===== src/rtl/pe_inject_fifo_pkg.sv =====
// pe_inject_fifo_pkg: packet field offsets shared by the injection stage and the mesh switch
package pe_inject_fifo_pkg;
  localparam int X_LSB = 0;
  function automatic int y_lsb(int xs);
    return xs;
  endfunction
  function automatic int payload_lsb(int xs, int ys);
    return xs + ys;
  endfunction
endpackage


===== src/rtl/noc_sync_fifo.sv =====
// noc_sync_fifo: single-clock first-word-fall-through FIFO with synchronous flush
module noc_sync_fifo #(
  parameter int W = 8,
  parameter int DEPTH = 4
) (
  input  logic                     clk,
  input  logic                     rstn,
  input  logic                     push,
  input  logic                     pop,
  input  logic                     flush,
  input  logic [W-1:0]             din,
  output logic [W-1:0]             dout,
  output logic                     full,
  output logic                     empty,
  output logic [$clog2(DEPTH):0]   count
);
  localparam int AW = $clog2(DEPTH);
  localparam logic [AW:0] FULL_CNT = (AW+1)'(DEPTH);
  logic [W-1:0] mem [DEPTH];
  logic [AW-1:0] wr_ptr, rd_ptr;
  logic wr_en, rd_en;
  assign full = count == FULL_CNT;
  assign empty = count == '0;
  assign wr_en = push & ~full & ~flush;
  assign rd_en = pop & ~empty & ~flush;
  assign dout = mem[rd_ptr];
  always_ff @(posedge clk)
    if (wr_en) mem[wr_ptr] <= din;
  always_ff @(posedge clk or negedge rstn)
    if (!rstn) begin
      wr_ptr <= '0;
      rd_ptr <= '0;
      count <= '0;
    end else if (flush) begin
      wr_ptr <= '0;
      rd_ptr <= '0;
      count <= '0;
    end else begin
      if (wr_en) wr_ptr <= wr_ptr + 1'b1;
      if (rd_en) rd_ptr <= rd_ptr + 1'b1;
      count <= count + (AW+1)'(wr_en) - (AW+1)'(rd_en);
    end
endmodule


===== src/rtl/pe_inject_fifo.sv =====
// pe_inject_fifo: packs PE destination and payload into a packet and buffers it toward the mesh switch
module pe_inject_fifo
  import pe_inject_fifo_pkg::*;
#(
  parameter int X_COORD = 0,
  parameter int Y_COORD = 0,
  parameter int data_width = 256,
  parameter int x_size = 1,
  parameter int y_size = 1,
  parameter int total_width = x_size + y_size + data_width,
  parameter int DEPTH = 4,
  parameter int CNT_W = 16
) (
  input  logic                     clk,
  input  logic                     rstn,
  input  logic                     i_valid,
  output logic                     o_ready,
  input  logic [x_size-1:0]        i_dst_x,
  input  logic [y_size-1:0]        i_dst_y,
  input  logic [data_width-1:0]    i_payload,
  input  logic                     i_flush,
  output logic                     o_valid_sw,
  output logic [total_width-1:0]   o_data_sw,
  input  logic                     i_ready_sw,
  output logic [$clog2(DEPTH):0]   o_count,
  output logic [CNT_W-1:0]         o_inj_count
);
  logic [total_width-1:0] pkt;
  logic full, empty;
  always_comb begin
    pkt = '0;
    pkt[X_LSB +: x_size] = i_dst_x;
    pkt[y_lsb(x_size) +: y_size] = i_dst_y;
    pkt[payload_lsb(x_size, y_size) +: data_width] = i_payload;
  end
  noc_sync_fifo #(.W(total_width), .DEPTH(DEPTH)) u_fifo (
    .clk(clk), .rstn(rstn), .push(i_valid), .pop(i_ready_sw), .flush(i_flush),
    .din(pkt), .dout(o_data_sw), .full(full), .empty(empty), .count(o_count)
  );
  assign o_ready = ~full;
  assign o_valid_sw = ~empty;
  always_ff @(posedge clk or negedge rstn)
    if (!rstn) o_inj_count <= '0;
    else if (o_valid_sw & i_ready_sw & ~i_flush) o_inj_count <= o_inj_count + 1'b1;
endmodule


===== config.mk =====
export PLATFORM = sky130hd
export DESIGN_NAME = pe_inject_fifo
export DESIGN_NICKNAME = d
export VERILOG_FILES = /design/src/rtl/pe_inject_fifo_pkg.sv /design/src/rtl/noc_sync_fifo.sv /design/src/rtl/pe_inject_fifo.sv
export SDC_FILE = /design/constraint.sdc
export NUM_CORES = 1
export LEC_CHECK = 0
export ABC_CLOCK_PERIOD_IN_PS = 14200
export BUFFER_PORTS_ARGS = -buffer_cell sky130_fd_sc_hd__buf_4
export CAP_MARGIN = 5
export CELL_PAD_IN_SITES_DETAIL_PLACEMENT = 2
export CELL_PAD_IN_SITES_GLOBAL_PLACEMENT = 2
export CORE_MARGIN = 2
export CORE_UTILIZATION = 48
export CTS_CLUSTER_SIZE = 16
export DETAILED_ROUTE_END_ITERATION = 6
export MAX_ROUTING_LAYER = met4
export PLACE_DENSITY_LB_ADDON = 0.2
export SLEW_MARGIN = 0
export SYNTH_ARGS = -nofsm -noshare
export SYNTH_HDL_FRONTEND = slang
export SYNTH_SLANG_ARGS = --single-unit

===== constraint.sdc =====
create_clock -name clk -period 14.2 [get_ports clk]
set_input_delay 0 -clock clk [delete_from_list [all_inputs] [get_ports clk]]
set_output_delay 0 -clock clk [all_outputs]
set_load 0.005 [all_outputs]

==> out/results.txt, run 1 <==
Die width: 287 µm
Sequential area share after synthesis: 82.4%
Synth Area in Adders: 0.281%
Synth Area in Compound Gates: 0.0588%
Failed at: detailed placement (3_5_place_dp)
Post-synth EDFFs: 1032
Fraction of registers with async set/reset: 2.18%
Post-synth top area share: 80.9%
Synth Area in XOR/XNOR: 0.457%
Detailed Place HPWL: 69600 µm
GP Congestion: 0.762
Most used DFF post-synth: edfxtp_1
Avg Cell Area, Syn: 26.3 µm²
Mapped Area: 0.0383 mm²
Synth cell types: 30
Chip Height: 287 µm
PortBufs: 541
#FFs+latches synth: 1055
Area leader, netlist: edfxtp_1
Io pins: 542
Ys Warns: 0
Synthesized instance count: 1455
Top cells by area, synth: edfxtp_1, mux4_2, dfrtp_1, buf_2, buf_4
Main combinational cell family by area after synthesis: multiplexers
Initial Util: 48.5%
Status: aborted with a tool error
Syn nets: 1726
Mux share of post-synthesis cell area: 15.2%
Number of placement rows: 103
First Err: [ERROR DPL-0033] detailed placement checks failed during check placement.
Synth Area in Simple Gates: 0.643%
[stage by stage]
stage,instances,instance area [µm²]
2_1_floorplan,1455,38300
3_3_place_gp,3004,43500
[cells by family after synthesis]
kind of cell,after synthesis
and+or+nand+nor,44
muxes,259
buffers and inverters,67
AOI/OAI and AO/OA,2
DFF,1055
xor gates and xnor gates,20
adders and majority gates,8
[cell usage after synthesis, drive strengths merged (2+ instances only)]
| cell | instances |
|---|---|
| edfxtp | 1032 |
| mux4 | 258 |
| buf | 54 |
| dfrtp | 23 |
| xor2 | 12 |
| nand2 | 10 |
| nor2 | 10 |
| xnor2 | 8 |
| ha | 7 |
| inv | 7 |
| clkbuf | 6 |
| nand3 | 5 |
| nor3 | 5 |
| and2 | 4 |
| and4 | 3 |
| nor2b | 2 |
==> run 2: changes to the inputs <==
CELL_PAD_IN_SITES_DETAIL_PLACEMENT = not set   (was 2)
CELL_PAD_IN_SITES_GLOBAL_PLACEMENT = not set   (was 2)
CORE_UTILIZATION = 35   (was 48)
CTS_CLUSTER_SIZE = not set   (was 16)
MAX_ROUTING_LAYER = not set   (was met4)
PLACE_DENSITY_LB_ADDON = 0.15   (was 0.2)
==> out/results.txt, run 2 <==
Hold Path End: u_fifo.mem[0][139]$_DFFE_PP_
Status: complete, no violations (was aborted with a tool error)
Net count, final: 2615
Antenna violations before repair: 12
Hold Path Stages: 2
Final Cell Area: 0.0501 mm²
Most used DFF post-synth: edfxtp_1 (unchanged)
CP arrival: 4900 ps
Fillers: 9193
Initial Util: 35.3% (was 48.5%)
GP Congestion: 0.739 (was 0.762)
Sum Neg Setup Slack: 0 ps
Routed Antenna Nets: 0
Critical Path End Type: primary output
Clk_lat worst skew: 670 ps
P_leak: 16.8 nW
CP Cell Sequence: buf_4, buf_4, buf_4, mux4_2, buf_4
NetSw: 0.00189 W
PortBufs: 541 (unchanged)
Setup Fix Bufs, Post-CTS: 0
Final setup viols: 0
Die Area: 0.112 mm²
Area leader, netlist: edfxtp_1 (unchanged)
DR vias/cell: 4.81
Critical Path RT: 14200 ps
Crit-path max FO: 45
DRC Markers: 0
DP Area: 0.0440 mm²
Combinational share of power: 19.5%
Top cell by count, worst path: buf_4
Critical path class: register to primary output
Detailed Place HPWL: 52000 µm (was 69600 µm)
Commonest non-fill, non-tap cell in the layout: edfxtp_1
Unrepaired setup endpoints after global routing: no
Mapped Area: 0.0383 mm² (unchanged)
Avg Cell Area, Syn: 26.3 µm² (unchanged)
Fmax: 0.204 GHz
Sequential area share after synthesis: 82.4% (unchanged)
R2r setup slk: 10090 ps
Vias: 18500
Post-synth top area share: 80.9% (unchanged)
Drt wl/cell: 22.1 µm
Share of cells above drive strength 1: 40.1%
Fin crit period: 4900 ps
Power Dens Cells: 158 mW/mm²
Clk slew on worst S/H paths: 60 ps
CP max-delay cell: dfrtp_4
Worst-case clock buffer depth: 3
Max reg flops: 1032
Post-synth top cells: edfxtp_1, mux4_2, buf_2 (unchanged)
Final worst path period share: 34.5%
Die width: 335 µm (was 287 µm)
Flop pwr share: 46.6%
CTS tree: built
Count leader, synth: edfxtp_1 (unchanged)
RR Startpoint: u_fifo.count[2]$_DFF_PN0_
Worst path depth: 5
Largest net degree at the start of global routing: 127
#FFs+latches synth: 1055 (unchanged)
TritonRoute pass-1 iters: 4
Most frequent cells in the layout: edfxtp_1, buf_4, dlygate4sd3_1, mux4_2, clkbuf_16
Ys Warns: 0 (unchanged)
Biggest register: u_fifo.mem
Worst-margin pin slew: 1220 ps
Worst Hold Class: input port to register
Number of buffers created by CTS: 112
Biggest regs: u_fifo.mem x1032, o_inj_count x16, u_fifo.count x3
First-pass GRT wire length: 127000 µm
Worst Reg-to-Reg Cells: 6
Int Pwr: 0.00601 W
Gr ovfl total: 0
CP max stage delay: 900 ps
RR Endpoint: u_fifo.mem[2][141]$_DFFE_PP_
Synth cell types: 30 (unchanged)
Io pins: 542 (unchanged)
Layout area overhead: 30.7%
Total wire length: 85100 µm
Max Slew Vio Count: 0
Post-place setup slack: 9740 ps
Clk sinks: 1055
Number of placement rows: 121 (was 103)
Syn nets: 1726 (unchanged)
Buf/Inv on CP: 4
Hold_sp: i_payload[137]
Vias in the first global route: 20200
Hold WS: 69.8 ps
Setup crit start kind: register
Total track usage: 15.0%
Top cells by area, synth: edfxtp_1, mux4_2, dfrtp_1, buf_2, buf_4 (unchanged)
Fin. Hold Viols: 0
Detailed Route Iter0 Violations: 909
Post-synth EDFFs: 1032 (unchanged)
# Max-Cap Violations: 0
Synthesized instance count: 1455 (unchanged)
H-Tree Depth: 3
Final WS setup: 9300 ps
Clock Tree Root: clkbuf_16
CP top delay family: buffers and inverters
Final Skew: 19.9 ps
Chip Height: 335 µm (was 287 µm)
Max transition margin: 18.8%
Clk pwr share: 33.9%
VDD IR max: 0.000102 V
Fraction of registers with async set/reset: 2.18% (unchanged)
Net Sw Frac: 24.0%
Core Area: 0.109 mm²
## run 2: cells by family after synthesis
logic type / Yosys count / share of synthesized area (%)
flip-flops: 1055 / 82.4
multiplexers: 259 / 15.2
buffers and inverters: 67 / 0.996
AND/OR/NAND/NOR: 44 / 0.643
XOR/XNOR: 20 / 0.457
adder cells (fa/ha/maj): 8 / 0.281
AO/OA/AOI/OAI: 2 / 0.0588
## run 2: worst register-to-register path: stages (launching register included)
cell and delay (ps):
dfrtp_1 430, or3b_2 240, nand2_1 100, nor2_1 290
and2_4 920, buf_4 810, buf_4 850
## run 2: cell type report
| class | count | area (µm²) | share of cell area, % |
|---|---|---|---|
| well taps | 1414 | 1770 | 3.53 |
| diodes | 5 | 12.5 | 0.0250 |
| clock inverters | 51 | 353 | 0.704 |
| multi-input cells | 333 | 6390 | 12.7 |
| flip-flops and latches | 1055 | 31600 | 63.0 |
| repair buffers | 835 | 6980 | 13.9 |
| inverters | 7 | 26.3 | 0.0524 |
| clock buffers | 147 | 3000 | 5.98 |
## run 2: stage by stage
step           instances  util, %  power [W]
2_1_floorplan       1455        -    0.00456
3_3_place_gp        3373     40.5    0.00526
3_5_place_dp        3373     40.5    0.00527
4_1_cts             3842     46.1    0.00805
5_1_grt             3844     46.1    0.00824
6_report            3847     46.1    0.00790
## run 2: worst max-delay path by stage
stage                                             from                         end  slack, ps
after global placement    u_fifo.rd_ptr[0]$_DFFE_PN0P_               o_data_sw[71]       9760
final                     u_fifo.rd_ptr[0]$_DFFE_PN0P_              o_data_sw[131]       9300
after detailed placement  u_fifo.rd_ptr[0]$_DFFE_PN0P_              o_data_sw[131]       9740
after global routing      u_fifo.rd_ptr[0]$_DFFE_PN0P_              o_data_sw[131]       8680
after CTS                 u_fifo.rd_ptr[0]$_DFFE_PN0P_               o_data_sw[71]       8960
after floorplan              u_fifo.count[2]$_DFF_PN0_  u_fifo.mem[0][0]$_DFFE_PP_       6720
## run 2: power groups by stage
stage               Sequential, W  Combinational (W)  Clock (W)
floorplan                 0.00375           0.000810          0
global placement          0.00374            0.00152          0
detailed placement        0.00375            0.00152          0
CTS                       0.00368            0.00160    0.00277
global route              0.00370            0.00167    0.00288
finish                    0.00368            0.00154    0.00268
## run 2: layer usage
layer	wire length [µm]	vias to the layer above	GRT usage [%]
met3	6960	142	5.42
li1	-	8060	-
met1	34700	9724	19.1
met5	97	-	0
met4	1730	14	3.67
met2	41600	548	24.5
## run 2: timing repair
action	in CTS	in global routing
gates resized for setup	0	0
hold buffers	271	0
hold endpoints to repair	1078	0
Note: power is estimated with default switching activity, not from simulation.
==> run 3: changes to the inputs <==
ABC_CLOCK_PERIOD_IN_PS = 4800   (was 14200)
clock period = 4.8 ns   (was 14.2 ns; I/O delays follow)
==> out/results.txt, run 3 (synthesis results as in run 2) <==
Worst Hold Class: input port to register (unchanged)
# Max-Cap Violations: 0 (unchanged)
Status: complete, no violations (unchanged)
Drt wl/cell: 22.8 µm (was 22.1 µm)
Total wire length: 89000 µm (was 85100 µm)
Fin. Hold Viols: 0 (unchanged)
Vias in the first global route: 20200 (about the same)
Clk_lat worst skew: 680 ps (was 670 ps)
P_leak: 17.2 nW (was 16.8 nW)
Critical path class: register to primary output (unchanged)
Setup Fix Bufs, Post-CTS: 0 (unchanged)
Sum Neg Setup Slack: 0 ps (unchanged)
Hold WS: 68.3 ps (was 69.8 ps)
Largest net degree at the start of global routing: 84 (was 127)
CP max-delay cell: dfrtp_4 (unchanged)
Power Dens Cells: 469 mW/mm² (was 158 mW/mm²)
Hold Path Stages: 2 (unchanged)
Total track usage: 15.7% (was 15.0%)
Placed cells: 3413 (was 3373)
Biggest register: u_fifo.mem (unchanged)
Max reg flops: 1032 (unchanged)
Chip Height: 335 µm (unchanged)
Detailed Route Iter0 Violations: 1115 (was 909)
CP Cell Sequence: buf_12, buf_12, mux4_2, buf_4 (was buf_4, buf_4, buf_4, mux4_2, buf_4)
Gr ovfl total: 0 (unchanged)
Antenna violations before repair: 14 (was 12)
Number of buffers created by CTS: 109 (was 112)
Core Area: 0.109 mm² (unchanged)
Critical Path RT: 4800 ps (was 14200 ps)
Routed Antenna Nets: 0 (unchanged)
RR Endpoint: u_fifo.mem[2][176]$_DFFE_PP_ (was u_fifo.mem[2][141]$_DFFE_PP_)
Number of placement rows: 121 (unchanged)
Fin crit period: 3070 ps
Setup crit start kind: register (unchanged)
Critical Path End Type: primary output (unchanged)
Biggest regs: u_fifo.mem x1032, o_inj_count x16, u_fifo.count x3 (unchanged)
Fmax: 0.326 GHz
Crit-path max FO: 47 (was 45)
VDD IR max: 0.000379 V (was 0.000102 V)
CTS tree: built (unchanged)
Worst Reg-to-Reg Cells: 5 (was 6)
Die Area: 0.112 mm² (unchanged)
Io pins: 542 (unchanged)
Unrepaired setup endpoints after global routing: no (unchanged)
Most frequent cells in the layout: edfxtp_1, buf_4, dlygate4sd3_1, mux4_2, clkbuf_16 (unchanged)
DRC Markers: 0 (unchanged)
Vias: 18700 (was 18500)
Hold_sp: i_payload[211] (was i_payload[137])
Clock Tree Root: clkbuf_16 (unchanged)
Final worst path period share: 63.9%
PortBufs: 541 (unchanged)
Clk sinks: 1055 (unchanged)
Net count, final: 2656 (was 2615)
TritonRoute pass-1 iters: 5 (was 4)
DR vias/cell: 4.80 (was 4.81)
Max Slew Vio Count: 0 (unchanged)
Die width: 335 µm (unchanged)
CP arrival: 3070 ps (was 4900 ps)
Hold Path End: u_fifo.mem[2][213]$_DFFE_PP_ (was u_fifo.mem[0][139]$_DFFE_PP_)
Share of cells above drive strength 1: 41.7% (was 40.1%)
Final Skew: 16.5 ps (was 19.9 ps)
First-pass GRT wire length: 131000 µm (was 127000 µm)
Worst-case clock buffer depth: 3 (unchanged)
Layout area overhead: 32.7% (was 30.7%)
Final setup viols: 0 (unchanged)
Initial Util: 35.3% (unchanged)
Final cell count without fillers: 3901 (was 3847)
GP Congestion: 0.758 (was 0.739)
H-Tree Depth: 3 (unchanged)
RR Startpoint: u_fifo.count[1]$_DFF_PN0_ (was u_fifo.count[2]$_DFF_PN0_)
CP max stage delay: 790 ps (was 900 ps)
Clk slew on worst S/H paths: 60 ps (about the same)
R2r setup slk: 1990 ps (was 10090 ps)
Commonest non-fill, non-tap cell in the layout: edfxtp_1 (unchanged)
Top cell by count, worst path: buf_12 (was buf_4)
Detailed Place HPWL: 56300 µm (was 52000 µm)
Max transition margin: 31.4% (was 18.8%)
Worst-margin pin slew: 1030 ps (was 1220 ps)
-- run 3: power breakdown --
| group | total, W | internal (W) | switching, W |
|---|---|---|---|
| registers | 0.0109 | 0.0107 | 0.000210 |
| clock network | 0.00820 | 0.00481 | 0.00339 |
| logic | 0.00479 | 0.00265 | 0.00214 |
| total | 0.0239 | 0.0181 | 0.00574 |
-- run 3: worst max-delay path, delay by kind of cell, from the launching register on --
kind                   cells  cell delay, ps
buffers and inverters      3             850
muxes                      1             580
DFF                        1             790
-- run 3: layout make-up --
cell class	count	area, µm²
fill	9115	57900
clock inverter	71	593
inverter	7	26.3
timing repair buffer	879	7570
antenna	10	25.0
tap	1414	1770
clock buffer	132	2900
multi-input combinational	333	6390
sequential	1055	31600
-- run 3: how the worst max path moves through the flow --
stage,end,slack [ps],depth (start not counted),start
after global placement,u_fifo.mem[0][120]$_DFFE_PP_,2020,5,u_fifo.count[2]$_DFF_PN0_
after global routing,o_data_sw[6],1500,4,u_fifo.rd_ptr[0]$_DFFE_PN0P_
after CTS,o_data_sw[32],1550,4,u_fifo.rd_ptr[0]$_DFFE_PN0P_
after floorplan,u_fifo.mem[0][0]$_DFFE_PP_,230,4,u_fifo.count[2]$_DFF_PN0_
final,o_data_sw[87],1730,4,u_fifo.rd_ptr[0]$_DFFE_PN0P_
after detailed placement,u_fifo.mem[2][186]$_DFFE_PP_,1920,5,u_fifo.count[2]$_DFF_PN0_
-- run 3: metrics by stage --
step	total power (W)	util, %	cell area, µm²	worst slack, ps
5_1_grt	0.0249	46.8	50800	1500
2_1_floorplan	0.0134	-	38300	228
4_1_cts	0.0243	46.7	50800	1550
3_5_place_dp	0.0158	41.0	44600	1920
3_3_place_gp	0.0158	41.0	44600	2020
6_report	0.0239	46.8	50800	1730
-- run 3: timing repair --
item                                    4_1_cts  5_1_grt
hold buffers                                274        0
gates resized for setup                       0        0
endpoints found under the setup margin        0        0
endpoints found under the hold margin      1078        0
-- run 3: layer usage --
| metal | vias up | wire (µm) | global-route usage (%) |
|---|---|---|---|
| li1 | 8156 | - | - |
| met1 | 9890 | 36000 | 20.1 |
| met2 | 567 | 43900 | 25.8 |
| met3 | 117 | 7380 | 5.11 |
| met4 | 12 | 1730 | 4.38 |
| met5 | - | 80 | 0 |
==> run 4: changes to the inputs <==
ABC_CLOCK_PERIOD_IN_PS = 2800   (was 4800)
clock period = 2.8 ns   (was 4.8 ns; I/O delays follow)
==> out/results.txt, run 4 (synthesis results as in run 2) <==
Top cell by count, worst path: buf_12 (unchanged)
Clk sinks: 1055 (unchanged)
Final cell count without fillers: 3931 (was 3901)
Most frequent cells in the layout: edfxtp_1, buf_4, dlygate4sd3_1, mux4_2, clkbuf_16 (unchanged)
CP Launch Point: u_fifo.rd_ptr[0]$_DFFE_PN0P_ (unchanged)
RR Startpoint: u_fifo.count[2]$_DFF_PN0_ (was u_fifo.count[1]$_DFF_PN0_)
Crit-path max FO: 26 (was 47)
Biggest regs: u_fifo.mem x1032, o_inj_count x16, u_fifo.count x3 (unchanged)
Detailed Route Iter0 Violations: 1031 (was 1115)
Largest net degree at the start of global routing: 75 (was 84)
Io pins: 542 (unchanged)
Drt wl/cell: 22.2 µm (was 22.8 µm)
Routed Antenna Nets: 0 (unchanged)
Resized Gates After CTS: 0 (unchanged)
Die width: 335 µm (unchanged)
Final Skew: 22.2 ps (was 16.5 ps)
Final worst path period share: 92.2%
Setup crit start kind: register (unchanged)
Vias: 18700 (about the same)
Commonest non-fill, non-tap cell in the layout: edfxtp_1 (unchanged)
Critical Path End Type: primary output (unchanged)
Max transition margin: 64.0% (was 31.4%)
Worst-case clock buffer depth: 3 (unchanged)
Hold_sp: i_payload[194] (was i_payload[211])
Fin crit period: 2580 ps
Gr ovfl total: 0 (unchanged)
RR Endpoint: u_fifo.count[2]$_DFF_PN0_ (was u_fifo.mem[2][176]$_DFFE_PP_)
Max Slew Vio Count: 0 (unchanged)
Total wire length: 87200 µm (was 89000 µm)
CP max-delay cell: dfrtp_4 (unchanged)
Placed cells: 3428 (was 3413)
Worst Hold Class: input port to register (unchanged)
Clock Tree Root: clkbuf_16 (unchanged)
Critical path class: register to primary output (unchanged)
CP Cell Sequence: buf_12, buf_12, mux4_2, buf_4 (unchanged)
Setup Fix Bufs, Post-CTS: 0 (unchanged)
Worst Reg-to-Reg Cells: 10 (was 5)
P_leak: 17.3 nW (was 17.2 nW)
Power Dens Cells: 791 mW/mm² (was 469 mW/mm²)
Number of buffers created by CTS: 110 (was 109)
Layout area overhead: 33.8% (was 32.7%)
Fmax: 0.387 GHz
Number of placement rows: 121 (unchanged)
Die Area: 0.112 mm² (unchanged)
Worst-margin pin slew: 540 ps (was 1030 ps)
Status: complete, no violations (unchanged)
Antenna violations before repair: 10 (was 14)
Critical Path RT: 2800 ps (was 4800 ps)
GP Congestion: 0.742 (was 0.758)
Max reg flops: 1032 (unchanged)
Vias in the first global route: 20700 (was 20200)
Total track usage: 15.4% (was 15.7%)
Share of cells above drive strength 1: 41.2% (was 41.7%)
CP max stage delay: 600 ps (was 790 ps)
Hold Path Stages: 2 (unchanged)
TritonRoute pass-1 iters: 4 (was 5)
DR vias/cell: 4.75 (was 4.80)
Initial Util: 35.3% (unchanged)
R2r setup slk: 380 ps (was 1990 ps)
Final setup viols: 0 (unchanged)
DRC Markers: 0 (unchanged)
Net count, final: 2695 (was 2656)
Hold Path End: u_fifo.mem[2][196]$_DFFE_PP_ (was u_fifo.mem[2][213]$_DFFE_PP_)
# Max-Cap Violations: 0 (unchanged)
VDD IR max: 0.000601 V (was 0.000379 V)
H-Tree Depth: 3 (unchanged)
Fillers: 9096 (was 9115)
Core Area: 0.109 mm² (unchanged)
Unrepaired setup endpoints after global routing: no (unchanged)
PortBufs: 541 (unchanged)
CP arrival: 2580 ps (was 3070 ps)
Biggest register: u_fifo.mem (unchanged)
Final Util: 47.2% (was 46.8%)
CTS tree: built (unchanged)
Clk_lat worst skew: 690 ps (was 680 ps)
First-pass GRT wire length: 129000 µm (was 131000 µm)
Clk slew on worst S/H paths: 60 ps (about the same)
Fin. Hold Viols: 0 (unchanged)
Post-CTS Hold Fix Bufs: 298 (was 274)
Detailed Place HPWL: 56100 µm (was 56300 µm)
Chip Height: 335 µm (unchanged)
-- run 4: cell types whose count changed in the layout (fill, tap and decap cells not counted), moves of 4 or more --
cell	before	now
bufinv_16	10	6
buf_4	583	579
dlygate4sd3_1	274	297
buf_12	21	41
clkinv_2	25	15
clkbuf_1	19	33
inv_6	1	7
diode_2	10	5
-- run 4: per-layer routing --
layer	routed length [µm]	global-route usage [%]	vias up
met5	72	0	-
met4	1620	4.32	12
met3	6930	5.42	118
met2	43700	25.9	489
met1	34800	18.9	9824
li1	-	-	8243
-- run 4: critical path, delay by kind of cell (launching register included) --
family	cells	cell delay [ps]
buffers and inverters	3	650
DFF	1	600
muxes	1	570
-- run 4: final cells by class --
cell class / count / area (µm²) / area share (%)
tap: 1414 / 1770 / 3.45
clock inverter: 56 / 433 / 0.845
inverter: 7 / 26.3 / 0.0513
timing repair buffer: 917 / 8140 / 15.9
sequential: 1055 / 31600 / 61.6
multi-input combinational: 333 / 6400 / 12.5
antenna: 5 / 12.5 / 0.0244
clock buffer: 144 / 2900 / 5.66
-- run 4: per-stage QoR --
step / hold WS [ps] / setup WS (ps) / power [W] / TNS, ps / instance area (µm²)
global route: 25.2 / 82.8 / 0.0423 / 0 / 51300
detailed placement: -81.4 / 392 / 0.0272 / 0 / 44900
global placement: -90.1 / 388 / 0.0271 / 0 / 44900
finish: 55.9 / 219 / 0.0405 / 0 / 51300
CTS: 0.376 / 101 / 0.0413 / 0 / 51200
floorplan: -296 / -358 / 0.0229 / -368940 / 38400
-- run 4: worst max-delay path by stage --
stage	to	slack, ps
6_report	o_data_sw[72]	220
5_1_grt	o_data_sw[115]	80
4_1_cts	o_data_sw[72]	100
3_5_place_dp	u_fifo.count[2]$_DFF_PN0_	390
3_3_place_gp	u_fifo.count[2]$_DFF_PN0_	390
2_1_floorplan	u_fifo.mem[0][0]$_DFFE_PP_	-360
-- run 4: power by group --
group / total [W] / internal, W / switching [W] / leakage, nW
Sequential: 0.0185 / 0.0183 / 0.000272 / 9.66
Clock: 0.0136 / 0.00780 / 0.00578 / 1.62
Combinational: 0.00841 / 0.00471 / 0.00370 / 6.05
